--- src/rtl/task_dispatch.sv ---
// task_dispatch: scans Ready task words, dispatches the highest priority (round-robin on ties)
// for a fixed slice, and forwards host op words onto the shared op bus. Define TASK_DISPATCH_STATS_EN for dispatch_count.
module task_dispatch #(
   parameter int N_TASKS      = 8,
   parameter int SLICE_CYCLES = 16
) (
   input  logic                 CLK,
   input  logic                 RST,
   input  logic [8*N_TASKS-1:0] task_bus,
   input  logic [15:0]          host_op,
   input  logic                 host_valid,
   output logic                 host_ready,
   output logic [15:0]          op_out,
   output logic                 cur_valid,
   output logic [3:0]           cur_id,
`ifdef TASK_DISPATCH_STATS_EN
   output logic [15:0]          dispatch_count,
`endif
   output logic                 busy
);

   localparam logic [2:0] ST_IDLE   = 3'd0;
   localparam logic [2:0] ST_HOST   = 3'd1;
   localparam logic [2:0] ST_SCAN   = 3'd2;
   localparam logic [2:0] ST_ISSUE  = 3'd3;
   localparam logic [2:0] ST_RUN    = 3'd4;
   localparam logic [2:0] ST_FINISH = 3'd5;

   localparam int           CW         = $clog2(SLICE_CYCLES + 1);
   localparam logic [CW-1:0] SLICE_LOAD = CW'(SLICE_CYCLES);
   localparam logic [4:0]   NT         = 5'(N_TASKS);
   localparam logic [3:0]   LAST_K     = 4'(N_TASKS - 1);

   logic [2:0]    state_q, state_d;
   logic [3:0]    start_q, start_d;
   logic [3:0]    scan_k_q, scan_k_d;
   logic          best_found_q, best_found_d;
   logic [3:0]    best_prio_q, best_prio_d;
   logic [3:0]    best_slot_q, best_slot_d;
   logic [3:0]    best_id_q, best_id_d;
   logic [CW-1:0] slice_q, slice_d;
   logic [15:0]   op_q, op_d;

   logic [4:0]    scan_sum;
   logic [3:0]    scan_slot;
   logic [7:0]    scan_word;
   logic [7:0]    run_word;
   logic          take;

   // Slot examined this scan cycle is (start + k) mod N_TASKS.
   always_comb begin
      scan_sum  = {1'b0, start_q} + {1'b0, scan_k_q};
      scan_slot = (scan_sum >= NT) ? 4'(scan_sum - NT) : scan_sum[3:0];
   end

   always_comb begin
      scan_word = 8'h00;
      run_word  = 8'h00;
      for (int j = 0; j < N_TASKS; j++) begin
         if (scan_slot == 4'(j)) scan_word = task_bus[8*j +: 8];
         if (best_slot_q == 4'(j)) run_word = task_bus[8*j +: 8];
      end
   end

   assign take = (scan_word[3:0] != 4'h0) && (scan_word[3:0] > best_prio_q);

   always_comb begin
      state_d      = state_q;
      start_d      = start_q;
      scan_k_d     = scan_k_q;
      best_found_d = best_found_q;
      best_prio_d  = best_prio_q;
      best_slot_d  = best_slot_q;
      best_id_d    = best_id_q;
      slice_d      = slice_q;
      op_d         = 16'h0000;
      case (state_q)
         ST_IDLE: begin
            if (host_valid) begin
               op_d    = host_op;
               state_d = ST_HOST;
            end else begin
               best_found_d = 1'b0;
               best_prio_d  = 4'h0;
               best_slot_d  = 4'h0;
               best_id_d    = 4'h0;
               scan_k_d     = 4'h0;
               state_d      = ST_SCAN;
            end
         end
         ST_HOST: state_d = ST_IDLE;
         ST_SCAN: begin
            if (take) begin
               best_found_d = 1'b1;
               best_prio_d  = scan_word[3:0];
               best_slot_d  = scan_slot;
               best_id_d    = scan_word[7:4];
            end
            // The last slot's verdict must reach the Execute word registered this cycle.
            if (scan_k_q == LAST_K) begin
               if (best_found_d) begin
                  op_d    = {4'h0, best_id_d, 4'h7, 4'h0};
                  state_d = ST_ISSUE;
               end else begin
                  state_d = ST_IDLE;
               end
            end else begin
               scan_k_d = scan_k_q + 4'd1;
            end
         end
         ST_ISSUE: begin
            slice_d = SLICE_LOAD;
            state_d = ST_RUN;
         end
         ST_RUN: begin
            if ((run_word == 8'h00) || (slice_q == CW'(1))) begin
               op_d    = {4'h0, best_id_q, 4'hF, 4'h0};
               slice_d = '0;
               state_d = ST_FINISH;
            end else begin
               slice_d = slice_q - CW'(1);
            end
         end
         ST_FINISH: begin
            start_d = (best_slot_q == LAST_K) ? 4'h0 : best_slot_q + 4'd1;
            state_d = ST_IDLE;
         end
         default: state_d = ST_IDLE;
      endcase
   end

   always_ff @(posedge CLK or posedge RST) begin
      if (RST) begin
         state_q      <= ST_IDLE;
         start_q      <= 4'h0;
         scan_k_q     <= 4'h0;
         best_found_q <= 1'b0;
         best_prio_q  <= 4'h0;
         best_slot_q  <= 4'h0;
         best_id_q    <= 4'h0;
         slice_q      <= '0;
         op_q         <= 16'h0000;
      end else begin
         state_q      <= state_d;
         start_q      <= start_d;
         scan_k_q     <= scan_k_d;
         best_found_q <= best_found_d;
         best_prio_q  <= best_prio_d;
         best_slot_q  <= best_slot_d;
         best_id_q    <= best_id_d;
         slice_q      <= slice_d;
         op_q         <= op_d;
      end
   end

`ifdef TASK_DISPATCH_STATS_EN
   logic [15:0] dispatch_q;

   always_ff @(posedge CLK or posedge RST) begin
      if (RST) begin
         dispatch_q <= 16'h0000;
      end else if (state_q == ST_ISSUE) begin
         dispatch_q <= dispatch_q + 16'd1;
      end
   end

   assign dispatch_count = dispatch_q;
`endif

   // Status outputs decode straight from the state register.
   assign host_ready = (state_q == ST_IDLE);
   assign busy       = (state_q != ST_IDLE);
   assign cur_valid  = (state_q == ST_ISSUE) || (state_q == ST_RUN) || (state_q == ST_FINISH);
   assign cur_id     = cur_valid ? best_id_q : 4'h0;
   assign op_out     = op_q;

endmodule
--- config.mk ---
export PLATFORM = sky130hd
export DESIGN_NAME = task_dispatch
export DESIGN_NICKNAME = d
export VERILOG_FILES = /design/src/rtl/task_dispatch.sv
export SDC_FILE = /design/constraint.sdc
export NUM_CORES = 1
export LEC_CHECK = 0
export CAP_MARGIN = 5
export CORE_UTILIZATION = 35
export DETAILED_ROUTE_END_ITERATION = 10
export GPL_TIMING_DRIVEN = 1
export HOLD_SLACK_MARGIN = 0.05
export PLACE_DENSITY = 0.71
export SYNTH_ARGS = -nofsm -noshare
export SYNTH_HDL_FRONTEND = slang
export SYNTH_SLANG_ARGS = --single-unit
--- constraint.sdc ---
create_clock -name CLK -period 4.04 [get_ports CLK]
set_input_delay 0.404 -clock CLK [delete_from_list [all_inputs] [get_ports CLK]]
set_output_delay 0.404 -clock CLK [all_outputs]
set_load 0.05 [all_outputs]
==> results by group <==
Run status
  • Status: complete, no violations

Worst setup path
  • WP data arrival: 4.16 ns
  • Family with the most delay on the worst path: adder cells
  • Crit path required time: 4.18 ns
  • Worst path bufs/invs: 2
  • R2R depth: 16
  • Crit-path most repeated cell: o21a_1
  • RR Startpoint: scan_k_q[0]$_DFFE_PP0P_
  • Reg2reg end: best_id_q[1]$_DFFE_PP0P_
  • Worst path cell trace: ha_2, inv_1, fa_2, mux4_2, nor3b_2, o2bb2ai_2, nand2_2, ha_4, nor2b_2, o21a_1, o21a_1, o21ai_1, buf_4, a21oi_4, mux2i_2, o22ai_1
  • CP Max Fanout: 7
  • R2R setup slack: 0.02 ns
  • CP Launch Type: flip-flop
  • Worst stage delay on the critical path: 0.58 ns
  • Slowest-stage cell, CP: fa_2
  • Crit. End Element: flip-flop
  • Critical path class: flip-flop to flip-flop

Routing
  • DR vias: 3,025
  • DR iter-0 viols: 179
  • Vias per inst: 5.53
  • Total Wirelength: 9010 µm
  • Post-DRT Antenna Nets: 0
  • Remaining routing DRC violations: 0
  • Drt pass-1 iters: 4
  • WL/cell: 16.5 µm

Die
  • Die area: 9350 µm²
  • # rows: 34
  • Die H: 96.7 µm
  • Horiz. Die Dim: 96.7 µm
  • Initial Utilization: 36.1%
  • Num ports: 106
  • Core box area: 8680 µm²

Finish
  • Fraction of layout cells with a size suffix above 1: 14.6%
  • Area Overhead vs Synth: 45.0%
  • Fillcell total: 771
  • Final #Nets: 537
  • N_diodes: 0

Timing
  • Sum Neg Setup Slack: 0 ns
  • Unrepaired setup endpoints after global routing: yes
  • Max-slew headroom: 38.8%
  • Count of pins over their slew limit: 0
  • Fin. Hold Viols: 0
  • Max Clock Freq: 0.249 GHz
  • Clock period minus worst slack: 4.02 ns
  • Setup-failing EPs final: 0
  • Slew @ Worst Pin: 0.914 ns
  • Worst Skew: 0.00970 ns
  • Final worst path period share: 99.6%

Logic synthesis
  • Syn Inst Count: 324
  • Post-synthesis async set-or-reset flop share: 100%
  • FF+latch count, synth: 45
  • Main synth FF type: dfrtp_1
  • Mapped cell area: 3140 µm²
  • Synthesized netlist net count: 423
  • Ys Warns: 0
  • Main combinational cell family by area after synthesis: simple AND/OR/NAND/NOR gates
  • Register area share after synthesis: 35.9%
  • Post-synthesis mux area share: 11.8%
  • Synth Area in XOR/XNOR: 1.40%
  • Mean Syn Cell Area: 9.68 µm²
  • Post-synth cell types: 63
  • Post-synth EDFFs: 0
  • Simple-gate portion of the synthesized area: 20.5%
  • Compound-Gate Fraction of Synth Area: 17.9%
  • Synth Area in Adders: 6.62%

Clocking
  • CTS Buffer Depth: 2
  • CTS tree: done
  • H-tree Lvls: 2
  • CTS clk-pin slew, worst paths: 0.08 ns
  • Root buffer cell: clkbuf_8
  • Hold_buf cts: 0
  • CTS sink cnt: 45
  • Clock buffer count from CTS: 5
  • Clk_lat worst skew: 0.31 ns

Global routing
  • First-pass GRT wire length: 14,500 µm
  • Largest net degree at the start of global routing: 46
  • Initial antenna violation count: 0
  • GRT Resource Usage Total: 19.0%
  • Total gr overflow: 0
  • Vias in the first global route: 2,966

Worst hold path
  • Hold Crit Class: flip-flop to flip-flop
  • HP Start: best_prio_q[2]$_DFFE_PP0P_
  • Hold endpoint: best_prio_q[2]$_DFFE_PP0P_
  • Hold Crit Depth: 1

Placed design
  • Final HPWL DP: 7160 µm
  • Routability cong.: 0.913
  • Port Buffers: 105

Flow run
  • Maxcap violations: 0

Pwr
  • Tot Pwr: 4.71 mW
  • Max VDD drop: 0.493 mV
  • Total leakage power: 1.91 nW
  • Cell Pwr Density: 1030 nW/µm²
registers in the layout (all words and copies together), names as in the netlist:
signal and cells:
scan_k_q 4, best_slot_q 4, op_out 16, state_q 3, start_q 4, best_found_q 1
slice_q 5, best_id_q 4, best_prio_q 4
cell usage in the layout, fill, tap and decap left out, types with 5 or more instances in the layout:
| master | Yosys | layout |
|---|---|---|
| o2bb2ai_1 | 9 | 7 |
| o22ai_1 | 9 | 9 |
| nand2_1 | 34 | 33 |
| nor4_1 | 7 | 7 |
| clkbuf_8 | 1 | 5 |
| nor2_1 | 10 | 10 |
| clkdlybuf4s50_1 | 0 | 105 |
| a22o_1 | 6 | 6 |
| buf_4 | 0 | 9 |
| dfrtp_1 | 45 | 45 |
| ha_1 | 15 | 13 |
| a21oi_1 | 10 | 10 |
| nor3_1 | 14 | 14 |
| nand3_1 | 11 | 11 |
| inv_1 | 32 | 31 |
| and3_1 | 8 | 8 |
| mux4_2 | 11 | 12 |
| o21ai_0 | 16 | 15 |
final cells by class:
class / instances / area [µm²] / share of cell area, %
Clock inverter: 3 / 46.3 / 1.02
Tap cell: 108 / 135 / 2.97
Sequential cell: 45 / 1130 / 24.8
Timing Repair Buffer: 116 / 1140 / 25.1
Clock buffer: 5 / 68.8 / 1.51
Inverter: 32 / 120 / 2.64
Multi-Input combinational cell: 238 / 1910 / 42.0
cells in the mapped netlist (4+ instances only):
| master | n | area share [%] |
|---|---|---|
| mux4_2 | 11 | 7.9 |
| nor2_1 | 10 | 1.2 |
| and2_1 | 4 | 0.80 |
| ha_1 | 15 | 6.0 |
| a21oi_1 | 10 | 1.6 |
| or4_1 | 4 | 0.96 |
| nor3b_1 | 4 | 0.96 |
| mux2i_1 | 5 | 1.6 |
| nor3_1 | 14 | 2.2 |
| dfrtp_1 | 45 | 36 |
| o2bb2ai_1 | 9 | 2.5 |
| o221ai_1 | 4 | 1.1 |
| and3_1 | 8 | 1.6 |
| nor4_1 | 7 | 1.4 |
| o21ai_0 | 16 | 2.6 |
| a22o_1 | 6 | 1.7 |
| o22ai_1 | 9 | 1.8 |
| nand3_1 | 11 | 1.8 |
| nand2_1 | 34 | 4.1 |
| inv_1 | 32 | 3.8 |
worst max-delay path by stage:
| stage | cells after the start | slack (ns) | endpoint | from |
|---|---|---|---|---|
| after detailed placement | 16 | 0.07 | best_prio_q[1]$_DFFE_PP0P_ | scan_k_q[0]$_DFFE_PP0P_ |
| after CTS | 16 | 0.05 | op_out[8]$_DFF_PP0_ | scan_k_q[0]$_DFFE_PP0P_ |
| after global routing | 18 | -0.13 | best_id_q[1]$_DFFE_PP0P_ | scan_k_q[0]$_DFFE_PP0P_ |
| final | 16 | 0.02 | best_id_q[1]$_DFFE_PP0P_ | scan_k_q[0]$_DFFE_PP0P_ |
| after global placement | 16 | 0.16 | op_out[8]$_DFF_PP0_ | scan_k_q[0]$_DFFE_PP0P_ |
| after floorplan | 16 | 0.20 | best_slot_q[0]$_DFFE_PP0P_ | scan_k_q[0]$_DFFE_PP0P_ |
layer usage:
metal,GRT usage (%),vias up,routed length [µm]
met5,0,-,0
met1,24.3,1480,3940
li1,-,1432,-
met3,3.61,10,491
met2,32.4,103,4480
met4,5.40,0,104
worst reg2reg max path, stage by stage, from the launching register on:
cell,delay (ns)
dfrtp_1,0.41
ha_2,0.22
inv_1,0.06
fa_2,0.58
mux4_2,0.50
nor3b_2,0.17
o2bb2ai_2,0.23
nand2_2,0.11
ha_4,0.28
nor2b_2,0.15
o21a_1,0.13
o21a_1,0.10
o21ai_1,0.06
buf_4,0.15
a21oi_4,0.29
mux2i_2,0.31
o22ai_1,0.13
stage by stage:
| stage | hold slack (ns) | utilization [%] | area, µm² | setup slack [ns] | cells |
|---|---|---|---|---|---|
| floorplan | 0.455 | - | 3140 | 0.197 | 324 |
| global placement | 0.483 | 49.5 | 4300 | 0.162 | 533 |
| detailed placement | 0.489 | 49.5 | 4300 | 0.0744 | 533 |
| CTS | 0.510 | 50.8 | 4410 | 0.0457 | 541 |
| global route | 0.546 | 52.4 | 4550 | -0.128 | 547 |
| finish | 0.511 | 52.4 | 4550 | 0.0171 | 547 |
what timing repair did:
item                       4_1_cts  5_1_grt
gates resized for setup          0       21
setup endpoints to repair        0       22
buffers inserted                 0        6
power by group:
part           leakage, nW  total, mW  switching [mW]  internal (mW)
combinational         1.26       3.61            1.96           1.65
clock               0.0543      0.347           0.161          0.185
sequential           0.590      0.749           0.131          0.617
total                 1.91       4.71            2.25           2.45
kinds of logic (layout without fill, tap and decap cells):
family | after synthesis | count (layout)
compound gates | 79 | 79
xor+xnor | 5 | 5
fa+ha+maj | 16 | 16
buf+inv | 41 | 156
flops | 45 | 45
mux | 20 | 20
simple gates | 118 | 118
Power figures use the tool's default switching activity.
